## src/rtl/truth_table_pkg.sv

```systemverilog
// Shared state encodings and golden truth tables for the truth-table sequencer.
package truth_table_pkg;

    typedef enum logic [1:0] {
        StIdle   = 2'd0,
        StDrive  = 2'd1,
        StSample = 2'd2,
        StDone   = 2'd3
    } state_e;

    // Golden tables for 2-input gates: bit i is the expected output for vec = i.
    localparam logic [3:0] ExpectedOr2  = 4'b1110;
    localparam logic [3:0] ExpectedAnd2 = 4'b1000;
    localparam logic [3:0] ExpectedXor2 = 4'b0110;

endpackage

```

## src/rtl/settle_timer.sv

```systemverilog
// Settle countdown: load starts a window of SETTLE_CYCLES cycles; expired is high in its last cycle.
module settle_timer #(
    parameter int unsigned SETTLE_CYCLES = 1
) (
    input  logic clk,
    input  logic reset,
    input  logic load,
    output logic expired
);

    localparam int unsigned CntW = (SETTLE_CYCLES > 1) ? $clog2(SETTLE_CYCLES) : 1;

    logic [CntW-1:0] cnt_q, cnt_d;

    always_comb begin
        cnt_d = cnt_q;
        if (load) begin
            cnt_d = CntW'(SETTLE_CYCLES - 1);
        end else if (cnt_q != '0) begin
            cnt_d = cnt_q - CntW'(1);
        end
    end

    always_ff @(posedge clk or posedge reset) begin
        if (reset) begin
            cnt_q <= '0;
        end else begin
            cnt_q <= cnt_d;
        end
    end

    assign expired = (cnt_q == '0);

endmodule

```

## src/rtl/truth_table_sequencer.sv

```systemverilog
// Sweeps every input vector of a combinational DUT, captures its output into a truth table.
// Optional golden-table compare is built only with TRUTH_TABLE_COMPARE_EN defined.
module truth_table_sequencer
    import truth_table_pkg::*;
#(
    parameter int unsigned        N_IN          = 2,
    parameter int unsigned        SETTLE_CYCLES = 1,
    parameter logic [2**N_IN-1:0] EXPECTED      = ExpectedOr2
) (
    input  logic                 clk,
    input  logic                 reset,
    input  logic                 start,
    input  logic                 abort,
    output logic [N_IN-1:0]      vec,
    input  logic                 c,
    output logic                 busy,
    output logic                 done,
    output logic [2**N_IN-1:0]   result,
    output logic                 mismatch
);

    localparam int unsigned   Entries = 2**N_IN;
    localparam logic [N_IN:0] LastIdx = (N_IN + 1)'(Entries - 1);

    if (N_IN < 1 || N_IN > 4) begin : g_bad_n_in
        $error("truth_table_sequencer: N_IN must be in 1..4");
    end
    if (SETTLE_CYCLES < 1) begin : g_bad_settle
        $error("truth_table_sequencer: SETTLE_CYCLES must be >= 1");
    end

    state_e              state_q, state_d;
    logic [N_IN:0]       idx_q, idx_d;
    logic [Entries-1:0]  result_q, result_d;
    logic                load;
    logic                expired;
    logic                last_sample;

    settle_timer #(
        .SETTLE_CYCLES (SETTLE_CYCLES)
    ) u_settle_timer (
        .clk     (clk),
        .reset   (reset),
        .load    (load),
        .expired (expired)
    );

    assign last_sample = (idx_q == LastIdx);

    always_comb begin
        state_d  = state_q;
        idx_d    = idx_q;
        result_d = result_q;
        load     = 1'b0;
        unique case (state_q)
            StIdle: begin
                // start beats abort here; abort alone is a no-op
                if (start) begin
                    state_d  = StDrive;
                    idx_d    = '0;
                    result_d = '0;
                    load     = 1'b1;
                end
            end
            StDrive: begin
                if (abort) begin
                    state_d = StIdle;
                end else if (expired) begin
                    state_d = StSample;
                end
            end
            StSample: begin
                // abort suppresses both the capture and the final transition
                if (abort) begin
                    state_d = StIdle;
                end else begin
                    result_d[idx_q[N_IN-1:0]] = c;
                    if (last_sample) begin
                        state_d = StDone;
                    end else begin
                        idx_d   = idx_q + (N_IN + 1)'(1);
                        state_d = StDrive;
                        load    = 1'b1;
                    end
                end
            end
            StDone: begin
                state_d = StIdle;
            end
            default: begin
                state_d = StIdle;
            end
        endcase
    end

    always_ff @(posedge clk or posedge reset) begin
        if (reset) begin
            state_q  <= StIdle;
            idx_q    <= '0;
            result_q <= '0;
        end else begin
            state_q  <= state_d;
            idx_q    <= idx_d;
            result_q <= result_d;
        end
    end

    assign vec    = idx_q[N_IN-1:0];
    assign result = result_q;
    assign busy   = (state_q == StDrive) || (state_q == StSample);
    assign done   = (state_q == StDone);

`ifdef TRUTH_TABLE_COMPARE_EN
    logic mismatch_q, mismatch_d;

    // Registered on the SAMPLE->DONE edge so it is valid alongside done
    always_comb begin
        mismatch_d = mismatch_q;
        if (state_q == StIdle && start) begin
            mismatch_d = 1'b0;
        end else if (state_q == StSample && !abort && last_sample) begin
            mismatch_d = (result_d != EXPECTED);
        end
    end

    always_ff @(posedge clk or posedge reset) begin
        if (reset) begin
            mismatch_q <= 1'b0;
        end else begin
            mismatch_q <= mismatch_d;
        end
    end

    assign mismatch = mismatch_q;
`else
    assign mismatch = 1'b0;
`endif

endmodule

```

## config.mk

```make
export PLATFORM = sky130hd
export DESIGN_NAME = truth_table_sequencer
export DESIGN_NICKNAME = d
export VERILOG_FILES = /design/src/rtl/truth_table_pkg.sv /design/src/rtl/settle_timer.sv /design/src/rtl/truth_table_sequencer.sv
export SDC_FILE = /design/constraint.sdc
export NUM_CORES = 1
export LEC_CHECK = 0
export BUFFER_PORTS_ARGS = -buffer_cell sky130_fd_sc_hd__buf_2
export CAP_MARGIN = 20
export CELL_PAD_IN_SITES_DETAIL_PLACEMENT = 1
export CELL_PAD_IN_SITES_GLOBAL_PLACEMENT = 2
export CORE_MARGIN = 10
export CORE_UTILIZATION = 32
export CTS_CLUSTER_SIZE = 16
export DETAILED_ROUTE_END_ITERATION = 7
export HOLD_SLACK_MARGIN = 0.05
export PLACE_DENSITY = 0.84
export SETUP_SLACK_MARGIN = 0.05
export SLEW_MARGIN = 20
export SYNTH_ARGS = -nofsm -noshare
export SYNTH_HDL_FRONTEND = slang
export SYNTH_HIERARCHICAL = 1
export SYNTH_SLANG_ARGS = --single-unit
```

## constraint.sdc

```tcl
create_clock -name clk -period 1.96 [get_ports clk]
set_input_delay 0.196 -clock clk [delete_from_list [all_inputs] [get_ports clk]]
set_output_delay 0.196 -clock clk [all_outputs]
set_load 0.02 [all_outputs]
```

After elaboration in Yosys (flattened, before gate mapping)
Index checks and enable logic that the tools add are counted.

Bits of input ports: 5. Register bits: 10. Output and inout bits: 9.

Magnitude comparators: 2. Add/sub/neg operators: 2. Multiplexer cells: 22. Eq/ne operators: 8. Reduce and logical (&&, ||, !) cells: 7.

Operators with widths (number): 2-bit two-way mux (5); 3-bit two-way mux (3); 4-bit two-way mux (2); 2-bit one-hot mux with 4 select lines (1); 4-bit one-hot mux with 2 select lines (1); 1-bit two-way mux (6); 2-bit inequality test (second input constant) (3); 3-bit one-hot mux with 2 select lines (1); 4-bit bitwise mux (1); 2-bit == test (second input constant) (2); 4-bit AND reduction (1); 3-bit by 1-bit adder with 3-bit output (second input constant) (1); 3-bit by 2-bit == test with 1-bit output (second input constant) (1); 2-bit by 3-bit < comparator with 1-bit output (second input constant) (1); 3-bit inequality test (second input constant) (1); 3-bit AND reduction (1); 1-bit demux with 2-bit select (1); 2-bit by 1-bit == test with 1-bit output (second input constant) (1); 2-bit by 1-bit >= comparator with 1-bit output (second input constant) (1); 2-bit zero test (1); 1-bit one-hot mux with 2 select lines (1); 2-bit AND reduction (1); 2-bit nonzero test (1); 1-bit logical AND (1); 2 further kinds (2).

Logic depth before layout (Yosys ltp)
Gate-level depths: netlist of run 1.

Word-level depth: 7. Gate-level depth with buffers: 6.

Hierarchy
Netlist of run 1, hierarchy kept.

Modules (own cells, without submodules): truth_table_sequencer (cells each 70, area each 681.9 um^2, instances 1); settle_timer (cells each 2, area each 11.3 um^2, instances 1).

Worst setup path after synthesis of run 1
OpenSTA, ideal clock, no wires.

Kind: reg2reg. Start: register state_q[0]. End: register result_q[0] (netlist: result[0]). Slack: 0.244 ns. Cell stages (with the launch flop): 7. Library setup time: 0.124 ns. Arrival time: 1.592 ns. Clock period less this slack: 1.716 ns. Data required time: 1.836 ns. Cell sequence: dfrtp_1 > inv_1 > ha_1 > nor2b_4 > buf_6 > or3_4 > a211o_1.

Longest elaborated chain between the ends: 3. Elaborated cells between the ends (all ways): 7.

Ends and longest elaborated chain: start, declared (RTL line truth_table_sequencer.sv:32) `state_e state_q, state_d;`; start signal, assigned (RTL line truth_table_sequencer.sv:98) `state_q <= StIdle;`; start signal, assigned (RTL line truth_table_sequencer.sv:102) `state_q <= state_d;`; 2-bit == test / 2-bit zero test (equally long branches) (RTL line truth_table_sequencer.sv:55) `unique case (state_q)`; 2-bit inequality test (no line) / 2-bit nonzero test (equally long branches); 3-bit AND reduction (no line); end signal, assigned (RTL line truth_table_sequencer.sv:104) `result_q <= result_d;`; end, declared (RTL line truth_table_sequencer.sv:34) `logic [Entries-1:0] result_q, result_d;`.

Several ways; a longest one is shown, not always the timed one. A chain may end at the register's enable or synchronous reset.

Final worst setup path of run 1
Ends and elaborated chain as after synthesis.

==> summary.txt, run 1 <==
Final layout
  • Nets: 97
  • Layout cell share with drive strength beyond 1: 31.71%
  • Area delta synth->final: 13.58%
  • ANT cells: 0

STA
  • Final setup viols: 0
  • Fin crit period: 1.763 ns
  • Final hold vios: 0
  • Highest Clock Rate: 0.5671 GHz
  • Clock Skew: 0.003649 ns
  • Final setup TNS: 0 ns
  • Pins over their slew limit: 0
  • WHS: 0.2987 ns
  • Setup repair after global routing missed its margin: false
  • Fin crit share: 89.97%

Floorplanning
  • Die W: 66.16 µm
  • Rows: 16
  • I/O pin cnt: 14
  • Die area: 4377 µm²
  • Initial Util: 34.06%
  • Die Height: 66.16 µm
  • Core Area: 2002 µm²

Routing
  • Final wirelength: 1.647 mm
  • Vias after detailed routing: 545
  • Pre-Repair DR Iteration Count: 4
  • Final ANT Viol Nets: 0
  • Routed vias/inst: 5.000
  • DR DRC count: 0
  • WL/cell: 15.11 µm
  • 1st-iter DRT viols: 4

Power and ir drop
  • Net Sw Frac: 40.86%
  • Peak VDD IR: 0.3896 mV
  • Logic pwr share: 48.9%
  • Clock power frac: 19.3%
  • Internal Power: 0.4340 mW
  • Flop pwr share: 31.8%
  • Pleak: 0.3957 nW
  • Net load switching power: 0.2998 mW
  • Power per cell area: 947.6 nW/µm²

Clocking
  • CTS tree: done
  • Setup Buffers After CTS: 0
  • Worst-path clk slew: 0.06 ns
  • CTS Buf Count: 3
  • H-tree depth: 1
  • CTS Buffer Depth: 2
  • Clk root buf: clkbuf_4
  • Resized cells post-CTS: 0
  • Clock latency at the later pin of the worst-skew pair: 0.26 ns
  • CTS Sinks: 9

Worst setup path
  • Crit path kind: flip-flop to flip-flop
  • Path depth of the worst reg2reg path: 5
  • Critical Path RT: 2.11 ns
  • Critical Path Source: state_q[0]$_DFFE_PP0P_
  • End point of the critical path: result[0]$_DFFE_PP0P_
  • CP Launch Type: flip-flop
  • R2r setup slk: 0.20 ns
  • Crit path max fanout: 10
  • CP arrival: 1.91 ns
  • Reg-to-Reg End: result[0]$_DFFE_PP0P_
  • FF-to-FF Start: state_q[0]$_DFFE_PP0P_
  • Critical Path End Type: flip-flop

Worst hold path
  • Hold WC Path Type: input pin to flip-flop

Synth
  • Syn nets: 84
  • Cell Area, Synth: 681.9 µm²
  • Synthesized instance count: 70
  • Syn_area_per_cell: 9.741 µm²
  • Yosys warnings: 6

GRT
  • Initial antenna violation count: 0
  • Grt total ovfl: 0
  • First-pass GRT wire length: 2.725 mm
  • Gr usage total: 8.228%
  • Vias in the first global route: 568
  • Largest net degree at the start of global routing: 11

Run status
  • Status: finished, final reports clean

Placement
  • Gp weighted congestion: 0.7428
  • Port bufs: 12
  • DPL Wire Length: 1.341 mm

Run
  • MaxCap Viol Count: 0
[worst min-delay path by stage]
| stage | from | to | slack [ns] | depth (start not counted) |
|---|---|---|---|---|
| final | abort | state_q[1]$_DFFE_PP0P_ | 0.30 | 2 |
| after global routing | abort | state_q[1]$_DFFE_PP0P_ | 0.29 | 2 |
| after CTS | abort | state_q[1]$_DFFE_PP0P_ | 0.29 | 2 |
| after detailed placement | reset | result[3]$_DFFE_PP0P_ | 0.18 | 2 |
| after global placement | reset | result[3]$_DFFE_PP0P_ | 0.18 | 2 |
| after floorplan | reset | idx_q[0]$_DFFE_PP0P_ | 0.02 | 1 |
[worst max-delay path: stages (launching register included)]
cell     delay (ns)
dfrtp_1        0.40
inv_1          0.09
ha_1           0.25
nor2b_4        0.18
or3_4          0.43
a211o_1        0.30
[flip-flops by register name, summed over array words and instances, names as in the netlist]
signal   count
state_q      2
result       4
idx_q        3
[power by group through the flow]
stage               registers [mW]  clock network (mW)  logic, mW
global placement             0.235                   0      0.355
floorplan                    0.239                   0      0.285
finish                       0.233               0.142      0.359
global route                 0.238               0.165      0.401
detailed placement           0.237                   0      0.361
CTS                          0.233               0.150      0.364
[through the flow]
| stage | area (µm²) | worst slack (ns) | instances | util [%] | power (mW) |
|---|---|---|---|---|---|
| finish | 774.5 | 0.1966 | 109 | 38.69 | 0.7339 |
| global placement | 738.2 | 0.2151 | 104 | 36.88 | 0.5901 |
| CTS | 774.5 | 0.1908 | 109 | 38.69 | 0.7472 |
| floorplan | 681.9 | 0.2578 | 70 | - | 0.5238 |
| global route | 774.5 | 0.1169 | 109 | 38.69 | 0.8041 |
| detailed placement | 738.2 | 0.1959 | 104 | 36.88 | 0.5984 |
[layout make-up]
class                   instances  area [µm²]
inverters                       7       26.28
fillers                       243        1227
well taps                      27       33.78
clock buffers                   4       26.28
repair buffers                 15       85.08
flip-flops and latches          9       225.2
multi-input cells              47       377.9
[layer usage]
metal | up-vias | routed length (µm) | global-route usage (%)
li1 | 264 | - | -
met1 | 267 | 680 | 8.261
met2 | 10 | 836 | 13.40
met3 | 4 | 74 | 3.220
met4 | 0 | 55 | 6.283
met5 | - | 0 | 0
[repair_timing]
| action | CTS | global route |
|---|---|---|
| endpoints found under the setup margin | 0 | 0 |
| hold endpoints to repair | 9 | 0 |
| hold buffers | 1 | 0 |
[layout by cell type (no fill, tap or decap), drive strengths merged]
cell type    instances
o32ai                4
a21oi                1
inv                  7
mux2i                1
nand3                4
dlygate4sd3          1
clkbuf               4
nand2                5
ha                   9
or3                  1
o41ai                3
nor3b                1
nor4                 1
o22a                 1
o21ba                1
nor2                 1
o21ai                2
a21o                 4
or4                  1
and2                 2
a211o                1
buf                 14
nor2b                1
nand2b               1
dfrtp                9
conb                 2
No activity file was read; power rests on OpenSTA's default activity.
==> run 2: changes to the inputs <==
- RECOVER_POWER: unset -> 50
==> run 2 against run 1 <==
Compared with the run above:
- critical path depth stayed put
- sequential power about the same
- cell count is the same
- worst hold slack about the same
- first-iteration DRC count unchanged
- via count stayed put
- critical endpoint unchanged
==> summary.txt, run 2 (synthesis gave the netlist of run 1 again) <==
Placement
  • DPL Wire Length: 1.341 mm
  • Port bufs: 12
  • Place WS: 0.1959 ns
  • Placed instance area: 738.2 µm²
  • Gp weighted congestion: 0.7428

Power and ir drop
  • Pleak: 0.3781 nW
  • Internal Power: 0.4332 mW
  • Logic pwr share: 48.9%
  • Peak VDD IR: 0.3896 mV
  • Power per cell area: 952.8 nW/µm²
  • Flop pwr share: 31.8%
  • Net Sw Frac: 40.91%
  • Net load switching power: 0.3000 mW
  • Clock power frac: 19.3%

Clocking
  • CTS Buf Count: 3
  • Clk root buf: clkbuf_4
  • Clock latency at the later pin of the worst-skew pair: 0.26 ns
  • Worst-path clk slew: 0.06 ns
  • CTS Sinks: 9
  • Setup Buffers After CTS: 0
  • CTS tree: done
  • CTS Buffer Depth: 2
  • H-tree depth: 1

Worst setup path
  • Path depth of the worst reg2reg path: 5
  • Critical Path RT: 2.11 ns
  • Crit path kind: flip-flop to flip-flop
  • CP Launch Type: flip-flop
  • Crit path max fanout: 10
  • CP arrival: 1.91 ns
  • Critical Path End Type: flip-flop

Worst hold path
  • Worst Hold Depth: 2
  • Hold WC Path Type: input pin to flip-flop

Final layout
  • Fin area: 769.5 µm²
  • Most frequent cells in the layout: 9 x ha_1, 9 x dfrtp_1, 8 x buf_2, 6 x inv_1
  • Layout cell share with drive strength beyond 1: 26.83%
  • ANT cells: 0
  • Nets: 97
  • Area delta synth->final: 12.84%
  • Final core occ: 38.44%
  • Max reg flops: 4

Floorplanning
  • Initial Util: 34.06%
  • Core Area: 2002 µm²
  • Die area: 4377 µm²
  • Rows: 16
  • Die W: 66.16 µm
  • I/O pin cnt: 14
  • Die Height: 66.16 µm

STA
  • Setup repair after global routing missed its margin: false
  • Fin crit period: 1.763 ns
  • Highest Clock Rate: 0.5671 GHz
  • WHS: 0.2987 ns
  • Final WS setup: 0.1966 ns
  • Final hold vios: 0
  • Final setup TNS: 0 ns
  • Final setup viols: 0
  • Clock Skew: 0.003677 ns
  • Pins over their slew limit: 0
  • Fin crit share: 89.97%

GRT
  • Vias in the first global route: 568
  • First-pass GRT wire length: 2.725 mm
  • Largest net degree at the start of global routing: 11
  • Initial antenna violation count: 0
  • Grt total ovfl: 0
  • Gr usage total: 8.228%

Run
  • MaxCap Viol Count: 0

Routing
  • DR DRC count: 0
  • 1st-iter DRT viols: 4
  • Final ANT Viol Nets: 0
  • Routed vias/inst: 5.000
  • Pre-Repair DR Iteration Count: 4
  • Vias after detailed routing: 545
  • Final wirelength: 1.641 mm
  • WL/cell: 15.06 µm

Run status
  • Status: finished, final reports clean
## run 2: changes by cell type in the layout (fill, tap and decap cells not counted), sizes merged
cell,delta
buf,-4
clkbuf,+4
## run 2: layout make-up
cell class                 instances  area [µm²]
timing repair buffer              15       80.08
fill                             247        1232
tap                               27       33.78
multi-input combinational         47       377.9
inverter                           7       26.28
sequential                         9       225.2
clock buffer                       4       26.28
## run 2: metal layers
layer  track usage [%]  share of wire, %  up-vias  routed length [µm]
met5                 0                 0        -                   0
li1                  -                 -      264                   -
met2             13.40                51       10                 835
met3             3.220               4.4        4                  72
met4             6.283               3.4        0                  55
met1             8.261                41      267                 677
## run 2: stage by stage
step	power, mW	std cells
detailed placement	0.5984	104
CTS	0.7472	109
global placement	0.5901	104
global route	0.8033	109
floorplan	0.5238	70
finish	0.7332	109
## run 2: worst max-delay path, stage by stage (launching register included)
cell,delay (ns)
dfrtp_1,0.40
inv_1,0.09
ha_1,0.25
nor2b_4,0.18
or3_4,0.43
a211o_1,0.30
## run 2: path summary, 6_finish.rpt
path	from	to	slack (ns)
setup / recovery	state_q[0]$_DFFE_PP0P_	result[0]$_DFFE_PP0P_	0.20
hold / removal	abort	state_q[1]$_DFFE_PP0P_	0.30
setup reg to reg	state_q[0]$_DFFE_PP0P_	result[0]$_DFFE_PP0P_	0.20
hold reg to reg	result[0]$_DFFE_PP0P_	result[0]$_DFFE_PP0P_	0.51
max in group asynchronous	reset	state_q[0]$_DFFE_PP0P_	1.25
min in group asynchronous	reset	idx_q[0]$_DFFE_PP0P_	0.45
## run 2: power groups by stage
stage	logic, mW	registers [mW]	clock network (mW)
3_5_place_dp	0.361	0.237	0
5_1_grt	0.400	0.239	0.165
6_report	0.358	0.233	0.142
4_1_cts	0.364	0.233	0.150
3_3_place_gp	0.355	0.235	0
2_1_floorplan	0.285	0.239	0
## run 2: what timing repair did
action                                  4_1_cts  5_1_grt
hold buffers                                  1        0
endpoints found under the setup margin        0        0
gates resized for setup                       0        0
hold endpoints to repair                      9        0
